`src/rtl/ffe_mac_datapath.sv`:
```
// ffe_mac_datapath: time-multiplexed FFE multiply-accumulate datapath.
// Delay line + coef file, one tap product per cycle, rounded/saturated out.
// Ports:
//   ffe_clk, rst (async, active-low)
//   din/shift_en          : sample into delay line (tap[0] newest)
//   rd_en/rd_addr         : accumulate tap[rd_addr]*coef[rd_addr]
//   str_out_n_rst_add_reg : finalize frame, load dout, clear acc
//   coef_wr_en/addr/data  : coefficient write port
//   dout/dout_valid/sat_flag : registered output, valid pulse, clip flag
module ffe_mac_datapath #(
  parameter int DEPTH     = 4,
  parameter int ADDR_SIZE = $clog2(DEPTH),
  parameter int DATA_W    = 8,
  parameter int COEF_W    = 8,
  parameter int OUT_W     = 8,
  parameter int ACC_W     = DATA_W + COEF_W + ADDR_SIZE
) (
  input  logic                 ffe_clk,
  input  logic                 rst,
  input  logic [DATA_W-1:0]    din,
  input  logic                 shift_en,
  input  logic                 rd_en,
  input  logic [ADDR_SIZE-1:0] rd_addr,
  input  logic                 str_out_n_rst_add_reg,
  input  logic                 coef_wr_en,
  input  logic [ADDR_SIZE-1:0] coef_wr_addr,
  input  logic [COEF_W-1:0]    coef_wr_data,
  output logic [OUT_W-1:0]     dout,
  output logic                 dout_valid,
  output logic                 sat_flag
);

  localparam int PROD_W = DATA_W + COEF_W;
  localparam int RND_W  = ACC_W + 1;

  localparam logic signed [RND_W-1:0] HALF =
    RND_W'(2 ** (COEF_W - 2));
  localparam logic signed [RND_W-1:0] SMAX =
    RND_W'(2 ** (OUT_W - 1) - 1);
  localparam logic signed [RND_W-1:0] SMIN =
    RND_W'(-(2 ** (OUT_W - 1)));

  logic signed [DATA_W-1:0] r_tap  [DEPTH];
  logic signed [COEF_W-1:0] r_coef [DEPTH];
  logic signed [ACC_W-1:0]  r_acc;
  logic                     r_primed;
  logic [OUT_W-1:0]         r_dout;
  logic                     r_valid;
  logic                     r_sat;

  logic signed [DATA_W-1:0] w_tap;
  logic signed [COEF_W-1:0] w_coef;
  logic signed [PROD_W-1:0] w_prod;
  logic signed [ACC_W-1:0]  w_prod_x;
  logic signed [ACC_W-1:0]  w_final;
  logic signed [RND_W-1:0]  w_rnd;
  logic [OUT_W-1:0]         w_dout;
  logic                     w_clip;

  // Out-of-range or idle reads select zero operands.
  always_comb begin
    w_tap  = '0;
    w_coef = '0;
    for (int i = 0; i < DEPTH; i++) begin
      if (rd_en && rd_addr == ADDR_SIZE'(i)) begin
        w_tap  = r_tap[i];
        w_coef = r_coef[i];
      end
    end
  end

  assign w_prod   = w_tap * w_coef;
  assign w_prod_x = $signed({{(ACC_W - PROD_W){w_prod[PROD_W-1]}},
                             w_prod});
  assign w_final  = r_acc + w_prod_x;

  // Round half up, then drop the Q1.(COEF_W-1) fraction.
  assign w_rnd = ($signed({w_final[ACC_W-1], w_final}) + HALF)
                 >>> (COEF_W - 1);

  always_comb begin
    w_clip = 1'b0;
    w_dout = w_rnd[OUT_W-1:0];
    if (w_rnd > SMAX) begin
      w_clip = 1'b1;
      w_dout = SMAX[OUT_W-1:0];
    end else if (w_rnd < SMIN) begin
      w_clip = 1'b1;
      w_dout = SMIN[OUT_W-1:0];
    end
  end

  always_ff @(posedge ffe_clk or negedge rst) begin
    if (!rst) begin
      for (int i = 0; i < DEPTH; i++) begin
        r_tap[i]  <= '0;
        r_coef[i] <= '0;
      end
      r_primed <= 1'b0;
    end else begin
      if (shift_en) begin
        r_tap[0] <= din;
        for (int k = 1; k < DEPTH; k++)
          r_tap[k] <= r_tap[k-1];
        r_primed <= 1'b1;
      end
      for (int i = 0; i < DEPTH; i++) begin
        if (coef_wr_en && coef_wr_addr == ADDR_SIZE'(i))
          r_coef[i] <= coef_wr_data;
      end
    end
  end

  always_ff @(posedge ffe_clk or negedge rst) begin
    if (!rst) begin
      r_acc   <= '0;
      r_dout  <= '0;
      r_valid <= 1'b0;
      r_sat   <= 1'b0;
    end else begin
      if (str_out_n_rst_add_reg)
        r_acc <= '0;
      else if (rd_en)
        r_acc <= w_final;
      if (str_out_n_rst_add_reg) begin
        r_dout  <= w_dout;
        r_sat   <= w_clip;
        r_valid <= r_primed;
      end else begin
        r_valid <= 1'b0;
      end
    end
  end

  assign dout       = r_dout;
  assign dout_valid = r_valid;
  assign sat_flag   = r_sat;

endmodule

```
`config.mk`:
```
export PLATFORM = sky130hd
export DESIGN_NAME = ffe_mac_datapath
export DESIGN_NICKNAME = d
export VERILOG_FILES = /design/src/rtl/ffe_mac_datapath.sv
export SDC_FILE = /design/constraint.sdc
export NUM_CORES = 1
export LEC_CHECK = 0
export CAP_MARGIN = 20
export CORE_ASPECT_RATIO = 1.5
export CORE_MARGIN = 2
export CORE_UTILIZATION = 62
export CTS_BUF_LIST = sky130_fd_sc_hd__clkbuf_16
export CTS_CLUSTER_SIZE = 8
export DETAILED_ROUTE_END_ITERATION = 8
export PLACE_DENSITY = 0.89
export SLEW_MARGIN = 25
export SYNTH_ARGS = -nofsm -noshare
export SYNTH_HDL_FRONTEND = slang
export SYNTH_SLANG_ARGS = --single-unit
export TNS_END_PERCENT = 5
```
`constraint.sdc`:
```
create_clock -name ffe_clk -period 7.6 [get_ports ffe_clk]
set_clock_uncertainty 0.05 [all_clocks]
set_input_delay 1.52 -clock ffe_clk [delete_from_list [all_inputs] [get_ports ffe_clk]]
set_output_delay 1.52 -clock ffe_clk [all_outputs]
set_load 0.05 [all_outputs]
```
; ---- Yosys cells after proc, flatten, opt, wreduce, memory -nomap -nowiden
; Index checks and enable logic that the tools add are counted.
[op_classes]
add_sub_neg = 2
n_mul = 1
magnitude_cmp = 2
eq_ne = 6
muxes = 15
n_reduce_logical = 11
[op_table]
columns = op, n
row1 = $mux 8, 10
row2 = $mux 18, 2
row3 = $add 18x8->19 const B, 1
row4 = $add 18x16->18, 1
row5 = $mul 8x8->16, 1
row6 = $gt 12x8->1 const B, 1
row7 = $lt 12x8->1 const B, 1
row8 = $eq 2x2->1 const B, 4
row9 = $logic_and 1x1->1, 8
row10 = $eq 2x1->1 const B, 2
row11 = $logic_not 2->1, 2
row12 = $mux 1, 3
row13 = $reduce_bool 2->1, 1
[word_totals]
reg_bits = 93
inputBits = 26
out_inout_bits = 10
word_cells = 50

; ---- Depth between registers and ports, before layout
; Gate-level depths: netlist of the first run.
[logic_depth]
ltp_word = 12
mapped_depth = 25
mapped_depth_nobuf = 23

; ---- Least setup slack after synthesis of the first run
; OpenSTA, ideal clock, no wires.
[synth_timing]
path_type = input to register
from = input port rd_addr[0]
to = register r_dout[1], in the netlist dout[1]
setup_time_ns = 0.144
arrival_ns = 8.212
setup_slack_ns = -0.806
cell_stages = 22
path_buffers = 2
cell_sequence = buf_1 -> clkbuf_1 -> mux4_2 -> and3_1 -> inv_1 -> fa_1 -> inv_1 -> fa_1 -> fa_1 -> fa_1 -> inv_1 -> fa_1 -> inv_1 -> ha_1 -> a21o_1 -> a221oi_2 -> xnor2_1 -> and4_1 -> or2b_4 -> o22a_1 -> a21oi_2 -> o221ai_1
[synth_via]
elab_chain_len = 12
[synth_lines]
columns = item, line_no
row1 = from (decl), 23  ; input logic [ADDR_SIZE-1:0] rd_addr,
row2 = $logic_not 2->1, 65  ; if (rd_en && rd_addr == ADDR_SIZE'(i)) begin
row3 = $logic_and 1x1->1, 65
row4 = $mux 8 (4 in a row), 65
row5 = $mul 8x8->16 *, 72  ; assign w_prod = w_tap * w_coef;
row6 = $add 18x16->18 *, 75  ; assign w_final = r_acc + w_prod_x;
row7 = $add 18x8->19 *, 78  ; assign w_rnd = ($signed({w_final[ACC_W-1], w_final}) + HALF)
row8 = $lt 12x8->1, 87  ; end else if (w_rnd < SMIN) begin
row9 = $mux 8, 87
row10 = $mux 8 *, 84  ; if (w_rnd > SMAX) begin
row11 = to (signal assigned), 126  ; r_dout <= w_dout;
row12 = to (decl), 47  ; logic [OUT_W-1:0] r_dout;
; Every way passes the cells marked *; elsewhere a longest branch is shown, timed or not.
; A chain may end at the register's enable or synchronous reset.

; ---- Final worst setup path of the first run
[layout_timing]
from = input port rd_addr[0]
to = register r_dout[5], in the netlist dout[5]
; Same word-level chain as after synthesis.

==> flow_summary.toml, run 1 <==
[yosys]
syn_inst = 683
avgSynthCellArea_um2 = 11.21
synth_cell_types = 59
yosysWarnings = 0
async_flop_share_pct = 100.0
synth_top_cell_area_share_pct = 30.39
yosysTopAreaCell = "dfrtp_1"
ys_top_cells_by_area = "dfrtp_1 30%, fa_1 21%, mux2_2 10%, ha_1 7.0%, inv_1 4.6%"
syn_nets = 832
synth_edf_count = 0
ys.flop_type = "dfrtp_1"
synth_seq_cells = 93
syn_area_mm2 = 0.007657
seq_area_frac_synth_pct = 30.39

[sta]
worst-slew-pin-transition_ns = 0.7256
finalHoldViolCount = 0
max_freq_mhz = 133.5
min_period_ns = 7.489
setup_viol = 0
min_period_over_period_pct = 98.54
slew_violations = 0
maxSlewHeadroom_pct = 51.63
holdWs_ns = 0.4196

[floorplanning]
die_width_um = 94.74
start_util_pct = 63.72
chipHeight_um = 140.1
core_mm2 = 0.01202
row_count = 49
dieArea_mm2 = 0.01327
num_io_pins = 36

[placed_design]
port_buffers = 35
place.gp.congestion = 0.9713
dp.final_hpwl_um = 14030

[cts]
numCtsBuffers = 9
clock_sinks = 93
clock_latency_ns = 0.36
cts_max_level = 3
clockBufferDepth = 2
path_clk_slew_ns = 0.07
cts_tree = "yes"
cts-root-buf = "clkbuf_16"

[route]
wire_per_inst_um = 20.45
routed_via_density = 6.111
antenna_left = 0
drt_iter0_markers = 373
drt-total-wl_um = 20320
num_vias = 6074
firstDrtPassIters = 5
drc = 0

[finish]
diodes = 0
layout-drive-gt1-share_pct = 34.13
area_growth_pct = 27.53
nets = 986

[outcome]
status = "completed"

[critical_path]
ff2ff_setup_slack_ns = 1.21
end_kind = "flop"
r2r-end = "dout[5]$_DFFE_PN0P_"
critPathLaunchType = "input port"
cp.arrival_ns = 7.65
cp_data_required_time_ns = 7.76
rr_worst_depth = 21
startpoint = "rd_addr[0]"
crit_path_max_fanout = 7
r2r_start = "r_tap[24]$_DFFE_PN0P_"
critPathKind = "in2reg"

[worst_hold_path]
hold_path_end = "r_primed$_DFFE_PN0P_"
whs_path_depth = 1
min_path_type = "reg2reg"
hp-start = "r_primed$_DFFE_PN0P_"

[global_routing]
grt_overflow = 0
grtUsageTotal_pct = 32.10
grt_pass1_wl_um = 32470
grt_start_max_net_pins = 80
grt_pass1_vias = 6637
antenna_found_initial = 0

[job]
maxCapViolations = 0
[routing by layer]
layer	vias to the layer above	share of wire [%]	track usage, %
met5	-	0	0
met4	0	7.8	20.21
met3	140	4.5	4.788
met2	275	53	56.40
met1	3047	35	35.58
li1	2612	-	-
[registers in the layout (all words and copies together) (netlist names)]
name and count:
r_primed 1, dout 8, r_coef 32, sat_flag 1, r_acc 18, r_tap 32, dout_valid 1
[how the worst max path moves through the flow]
stage | to | slack, ns | cells past startpoint
after global placement | dout[1]$_DFFE_PN0P_ | -0.57 | 24
after global routing | dout[5]$_DFFE_PN0P_ | -0.07 | 24
after floorplan | dout[4]$_DFFE_PN0P_ | -0.04 | 23
final | dout[5]$_DFFE_PN0P_ | 0.11 | 28
after CTS | dout[0]$_DFFE_PN0P_ | 0.02 | 23
after detailed placement | dout[1]$_DFFE_PN0P_ | -0.73 | 25
[cells in the final DEF, fill, tap and decap left out, types with 3 or more instances in the layout]
| cell type | netlist | layout |
|---|---|---|
| fa_1 | 80 | 78 |
| nand2_1 | 38 | 32 |
| mux2_2 | 68 | 67 |
| inv_2 | 0 | 5 |
| a21oi_1 | 8 | 7 |
| clkbuf_16 | 0 | 9 |
| and3_1 | 6 | 4 |
| nor2_1 | 64 | 64 |
| nor2b_1 | 3 | 3 |
| o211ai_1 | 8 | 8 |
| ha_4 | 0 | 4 |
| nand2b_1 | 4 | 4 |
| xor2_1 | 9 | 6 |
| nor3b_1 | 4 | 4 |
| dfrtp_1 | 93 | 93 |
| inv_1 | 93 | 89 |
| and2_1 | 4 | 4 |
| clkdlybuf4s50_1 | 0 | 30 |
| buf_4 | 0 | 119 |
| mux4_2 | 12 | 12 |
| nand3_1 | 18 | 13 |
| xnor2_1 | 15 | 13 |
| buf_6 | 1 | 5 |
| nand2_2 | 0 | 5 |
| o21ai_0 | 6 | 3 |
| o221ai_1 | 8 | 6 |
| nand3_2 | 0 | 5 |
| o211a_1 | 3 | 3 |
| a21o_1 | 7 | 7 |
| mux2i_1 | 18 | 18 |
| ha_1 | 43 | 38 |
| buf_12 | 0 | 4 |
| a211oi_1 | 6 | 5 |
[Yosys cell counts, types with 2 or more instances]
| cell type | n |
|---|---|
| o21ai_0 | 6 |
| inv_1 | 93 |
| nor2b_1 | 3 |
| nand4_1 | 2 |
| or2_2 | 2 |
| a211o_1 | 2 |
| and3_1 | 6 |
| xnor2_1 | 15 |
| nand3_1 | 18 |
| mux2i_1 | 18 |
| mux4_2 | 12 |
| a41oi_1 | 2 |
| dfrtp_1 | 93 |
| ha_1 | 43 |
| a21o_2 | 2 |
| nand2b_1 | 4 |
| o211a_1 | 3 |
| o211ai_1 | 8 |
| or3_1 | 2 |
| o221ai_1 | 8 |
| and2_1 | 4 |
| a21o_1 | 7 |
| nand2_1 | 38 |
| nor3_1 | 3 |
| mux2_2 | 68 |
| a31o_2 | 2 |
| nand3b_1 | 2 |
| nor2_1 | 64 |
| buf_1 | 5 |
| a21oi_2 | 2 |
| fa_1 | 80 |
| a21oi_1 | 8 |
| xor2_1 | 9 |
| a211oi_1 | 6 |
| nor3b_1 | 4 |
| o21a_1 | 2 |
| clkbuf_1 | 15 |
[per-stage QoR]
step	TNS, ns	instance area (um2)	std cells	util, %	worst slack, ns
6_report	0	9766	994	81.27	0.1108
2_1_floorplan	-0.2835	7687	683	-	-0.04420
4_1_cts	0	9538	988	79.37	0.01697
5_1_grt	-0.2505	9766	994	81.27	-0.07223
3_3_place_gp	-5.568	9007	962	74.96	-0.5653
3_5_place_dp	-7.141	9002	962	74.92	-0.7279
[timing repair]
action,in CTS,in global routing
resized for setup,24,46
buffers inserted,9,6
cloned,2,0
endpoints found under the setup margin,11,10
pin swaps,15,34
hold buffers,0,0
[layout make-up]
type | instances | area (um2)
well taps | 153 | 191.4
inverters | 93 | 349.1
fillers | 635 | 2251
clock inverters | 6 | 63.81
flip-flops and latches | 93 | 2327
repair buffers | 164 | 1413
clock buffers | 9 | 225.2
multi-input cells | 476 | 5196
[cells by family (layout without fill, tap and decap cells)]
family                     Yosys count  in the layout  share of synthesized area [%]
and+or+nand+nor                    160            160                          9.853
adders and majority gates          123            123                          27.94
buffers and inverters              114            272                          5.686
muxes                               98             98                          15.88
DFF                                 93             93                          30.39
AOI/OAI and AO/OA                   71             71                          7.500
xor gates and xnor gates            24             24                          2.745
[worst max-delay path: stages]
cell	delay, ns
clkbuf_4	0.15
buf_12	0.14
buf_4	0.16
mux2i_1	0.15
nand2_1	0.11
o211a_1	0.23
buf_6	0.14
nand2_1	0.08
fa_1	0.56
inv_2	0.05
fa_1	0.51
inv_1	0.06
fa_1	0.49
inv_1	0.06
fa_2	0.38
inv_2	0.06
fa_1	0.39
inv_2	0.08
ha_4	0.21
a21o_1	0.23
a221oi_4	0.36
buf_4	0.19
a21o_1	0.18
o221ai_4	0.15
or2b_4	0.32
o22a_1	0.26
a21oi_4	0.26
o221ai_1	0.17
Power of run 1 is not shown: default switching activity piles up to over one toggle a cycle in this logic, so the estimate is an artifact.
==> inputs of run 2 (changes only) <==
--- a/config.mk
+++ b/config.mk
@@ -13,6 +13,7 @@
 export CTS_CLUSTER_SIZE = 8
 export DETAILED_ROUTE_END_ITERATION = 8
 export PLACE_DENSITY = 0.89
+export SKIP_CTS_REPAIR_TIMING = 1
 export SLEW_MARGIN = 25
 export SYNTH_ARGS = -nofsm -noshare
 export SYNTH_HDL_FRONTEND = slang
==> run 2 against run 1 <==
Sequential share of layout area grew 0.41 points. Non-clock buffer count down 2. Critical path depth fell by 2. Fmax rose by 0.40%. First-iteration DRC count shrank 3.8%. Register-to-register slack gained 0.07 ns. Utilization down 1.4 points. Sequential cell count is the same. Global-route usage fell by 1.8 points. Largest cell class unchanged.
==> flow_summary.toml, run 2 (same netlist as run 1, synthesis figures left out) <==
[critical_path]
crit_path_max_fanout = 8
cp.arrival_ns = 7.63
r2r-end = "dout[5]$_DFFE_PN0P_"
r2r_start = "r_coef[17]$_DFFE_PN0P_"
critPathBufInv = 9
cp_common_cell = "buf_4"
cp_data_required_time_ns = 7.77
cpPeakStageDelay_ns = 0.54
critPathKind = "in2reg"
critPathLaunchType = "input port"
slowest_stage = "fa_1"
rr_worst_depth = 23
ff2ff_setup_slack_ns = 1.28
cp_top_family = "adder cells"
end_kind = "flop"

[floorplanning]
chipHeight_um = 140.1
core_mm2 = 0.01202
start_util_pct = 63.72
row_count = 49
num_io_pins = 36
die_width_um = 94.74
dieArea_mm2 = 0.01327

[finish]
diodes = 0
n_fill_cell = 680
layout_commonest_cell = "buf_4"
multi_input_area_mm2 = 0.005089
nets = 984
area_growth_pct = 25.36
layout-drive-gt1-share_pct = 32.30
reg_top3 = "r_coef: 32 flops, r_tap: 32 flops, r_acc: 18 flops"
regArea_mm2 = 0.002327
final_cell_mix = "122 x buf_4, 93 x dfrtp_1, 92 x inv_1, 79 x fa_1, 67 x mux2_2"

[route]
num_vias = 6015
firstDrtPassIters = 7
routed_via_density = 6.064
drc = 0
drt-total-wl_um = 20210
wire_per_inst_um = 20.37
drt_iter0_markers = 359
antenna_left = 0

[sta]
maxSlewHeadroom_pct = 49.53
min_period_over_period_pct = 98.15
finalHoldViolCount = 0
min_period_ns = 7.459
fin_setup_tns_ns = 0
setup_viol = 0
max_freq_mhz = 134.1
worst-slew-pin-transition_ns = 0.7570
slew_violations = 0

[placed_design]
port_buffers = 35
place.gp.congestion = 0.9713
dp.final_hpwl_um = 14030

[cts]
clockBufferDepth = 2
clock_sinks = 93
cts_tree = "yes"
cts_max_level = 3
numCtsBuffers = 9
path_clk_slew_ns = 0.07
clock_latency_ns = 0.36
cts-root-buf = "clkbuf_16"

[worst_hold_path]
hold_path_end = "r_primed$_DFFE_PN0P_"
whs_path_depth = 1
hp-start = "r_primed$_DFFE_PN0P_"
min_path_type = "reg2reg"

[global_routing]
grt_pass1_wl_um = 30860
grt_overflow = 0
grt_start_max_net_pins = 80
grtUsageTotal_pct = 30.34
antenna_found_initial = 0
grt_pass1_vias = 6447

[job]
maxCapViolations = 0

[outcome]
status = "completed"
run 2: per-stage QoR:
stage               cell area, um2  hold slack (ns)  instances  utilization, %  setup slack, ns
floorplan                     7687           0.3809        683               -         -0.04420
global placement              9007           0.3976        962           74.96          -0.5653
detailed placement            9002           0.4064        962           74.92          -0.7279
CTS                           9291           0.4215        977           77.32          -0.4555
global route                  9599           0.4346        992           79.88          -0.1296
finish                        9599           0.4194        992           79.88           0.1410
run 2: worst max-delay path by stage:
stage / endpoint / cells after the start / from
after floorplan: dout[4]$_DFFE_PN0P_ / 23 / rd_addr[0]
after global placement: dout[1]$_DFFE_PN0P_ / 24 / rd_addr[0]
after detailed placement: dout[1]$_DFFE_PN0P_ / 25 / rd_addr[0]
after CTS: dout[1]$_DFFE_PN0P_ / 24 / rd_addr[0]
after global routing: dout[0]$_DFFE_PN0P_ / 24 / rd_addr[0]
final: dout[5]$_DFFE_PN0P_ / 26 / rd_addr[0]
run 2: layer usage:
metal  share of wire, %  routed length, um  track usage, %  vias up
met5                  0                  0               0        -
met4                6.5               1306           14.65        0
met3                4.6                931           5.379      109
met2                 54              11000           54.80      275
met1                 35               6973           33.73     3027
li1                   -                  -               -     2604
run 2: cell type report:
class	instances	area share (%)
well taps	153	1.994
multi-input cells	476	53.01
clock inverters	6	0.6648
repair buffers	162	14.10
flip-flops and latches	93	24.24
clock buffers	9	2.346
inverters	93	3.637
Power of run 2 is left out for the same reason.
==> inputs of run 3 (changes only) <==
--- a/config.mk
+++ b/config.mk
@@ -7,7 +7,7 @@
 export LEC_CHECK = 0
 export CAP_MARGIN = 20
 export CORE_ASPECT_RATIO = 1.5
-export CORE_MARGIN = 2
+export CORE_MARGIN = 5
 export CORE_UTILIZATION = 62
 export CTS_BUF_LIST = sky130_fd_sc_hd__clkbuf_16
 export CTS_CLUSTER_SIZE = 8
==> run 3 against run 2 <==
Global-route usage is 3.8 points lower. Cell count is 0.40% lower. Hold slack worse by 0.0049 ns. Cell area is 1.2% lower. Die area is 11% higher. Critical path type unchanged. First-iteration DRC count is 11% lower. Worst setup slack worse by 0.017 ns. Sequential cell count stayed put. Sequential share of layout area is 0.30 points higher. Largest cell class unchanged. Count of clock-buffer cells in the layout stayed put. Critical endpoint is now sat_flag$_DFFE_PN0P_. Non-clock buffer count is 5 lower. Critical path depth is 4 lower.
==> flow_summary.toml, run 3 (same netlist as run 1, synthesis figures left out) <==
[finish]
multi_input_area_mm2 = 0.005034
reg_top3 = "r_coef: 32 flops, r_tap: 32 flops, r_acc: 18 flops"
layout_commonest_cell = "buf_4"
fin_util_pct = 78.49
area_growth_pct = 23.81
final_cell_mix = "118 x buf_4, 93 x dfrtp_1, 92 x inv_1, 78 x fa_1, 68 x mux2_2"
regArea_mm2 = 0.002327
nets = 979
layout-drive-gt1-share_pct = 31.14
diodes = 0
n_fill_cell = 673
final_cells = 988

[sta]
slew_violations = 0
min_period_over_period_pct = 98.37
holdWs_ns = 0.4144
min_period_ns = 7.476
max_freq_mhz = 133.8
maxSlewHeadroom_pct = 52.01
finalHoldViolCount = 0
rsz0062_at_grt = "yes"
setup_viol = 0
worst-slew-pin-transition_ns = 0.7199

[floorplanning]
die_width_um = 100.7
chipHeight_um = 146.1
dieArea_mm2 = 0.01472
num_io_pins = 36
row_count = 49
core_mm2 = 0.01208
start_util_pct = 63.40

[global_routing]
grtUsageTotal_pct = 26.56
grt_start_max_net_pins = 81
grt_pass1_vias = 6490
grt_pass1_wl_um = 30820
grt_overflow = 0
antenna_found_initial = 0

[critical_path]
slowest_stage = "mux4_2"
cp_data_required_time_ns = 7.81
end_kind = "flop"
critPathKind = "in2reg"
cp_common_cell = "fa_1"
cpPeakStageDelay_ns = 0.54
cp.arrival_ns = 7.68
cp_cell_sequence = "clkbuf_2 > buf_12 > buf_12 > mux4_2 > nand2_1 > buf_4 > nor2_1 > fa_1 > fa_1 > fa_1 > fa_1 > ha_1 > ha_1 > o211ai_1 > a21o_1 > a21oi_2 > or3_1 > a2111o_1 > o211ai_1 > a22oi_2 > buf_4 > a31oi_1"
rr_worst_depth = 21
ff2ff_setup_slack_ns = 1.19
crit_path_max_fanout = 8
critPathLaunchType = "input port"

[cts]
numCtsBuffers = 9
cts_tree = "yes"
cts-root-buf = "clkbuf_16"
clock_sinks = 93
path_clk_slew_ns = 0.07
clock_latency_ns = 0.35
cts_max_level = 3
clockBufferDepth = 2

[route]
routed_via_density = 5.977
drt-total-wl_um = 19210
firstDrtPassIters = 7
drt_iter0_markers = 321
antenna_left = 0
drc = 0
wire_per_inst_um = 19.44
num_vias = 5905

[placed_design]
port_buffers = 35
dp.final_hpwl_um = 14180
placedCellCount = 963
place.gp.congestion = 0.9274

[job]
maxCapViolations = 0

[worst_hold_path]
min_path_type = "reg2reg"
whs_path_depth = 1

[outcome]
status = "completed"
-- run 3: layout make-up --
class	count	area share [%]
clock buffers	9	2.376
clock inverters	7	0.6599
inverters	93	3.682
multi-input cells	476	53.09
flip-flops and latches	93	24.55
well taps	153	2.019
repair buffers	157	13.62
-- run 3: final timing paths --
| kind | startpoint | end |
|---|---|---|
| min in group asynchronous | rst | sat_flag$_DFFE_PN0P_ |
| worst min-delay path | r_primed$_DFFE_PN0P_ | r_primed$_DFFE_PN0P_ |
| max in group asynchronous | rst | r_tap[21]$_DFFE_PN0P_ |
| worst max register to register | r_tap[15]$_DFFE_PN0P_ | sat_flag$_DFFE_PN0P_ |
| worst max-delay path | rd_addr[0] | sat_flag$_DFFE_PN0P_ |
| worst min register to register | r_primed$_DFFE_PN0P_ | r_primed$_DFFE_PN0P_ |
-- run 3: worst max-delay path: cells and delay by family --
kind / cells / cell delay [ns]
AND/OR/NAND/NOR: 3 / 0.66
adder cells (fa/ha/maj): 6 / 2.75
multiplexers: 1 / 0.54
AO/OA/AOI/OAI: 7 / 1.51
buffers and inverters: 5 / 0.70
-- run 3: per-stage QoR --
stage	setup slack (ns)	setup TNS, ns	instance area, um2
6_report	0.1238	0	9480
5_1_grt	-0.07796	-0.4007	9480
2_1_floorplan	-0.04420	-0.2835	7687
3_3_place_gp	-0.5682	-5.349	8990
3_5_place_dp	-0.8170	-7.638	8985
4_1_cts	-0.4671	-3.835	9273
-- run 3: per-layer routing --
| layer | vias to the layer above | wire (um) | GRT usage (%) |
|---|---|---|---|
| li1 | 2603 | - | - |
| met1 | 2978 | 6898 | 29.95 |
| met2 | 233 | 10520 | 47.20 |
| met3 | 91 | 798 | 4.487 |
| met4 | 0 | 986 | 13.62 |
| met5 | - | 0 | 0 |
Power of run 3 is left out for the same reason.
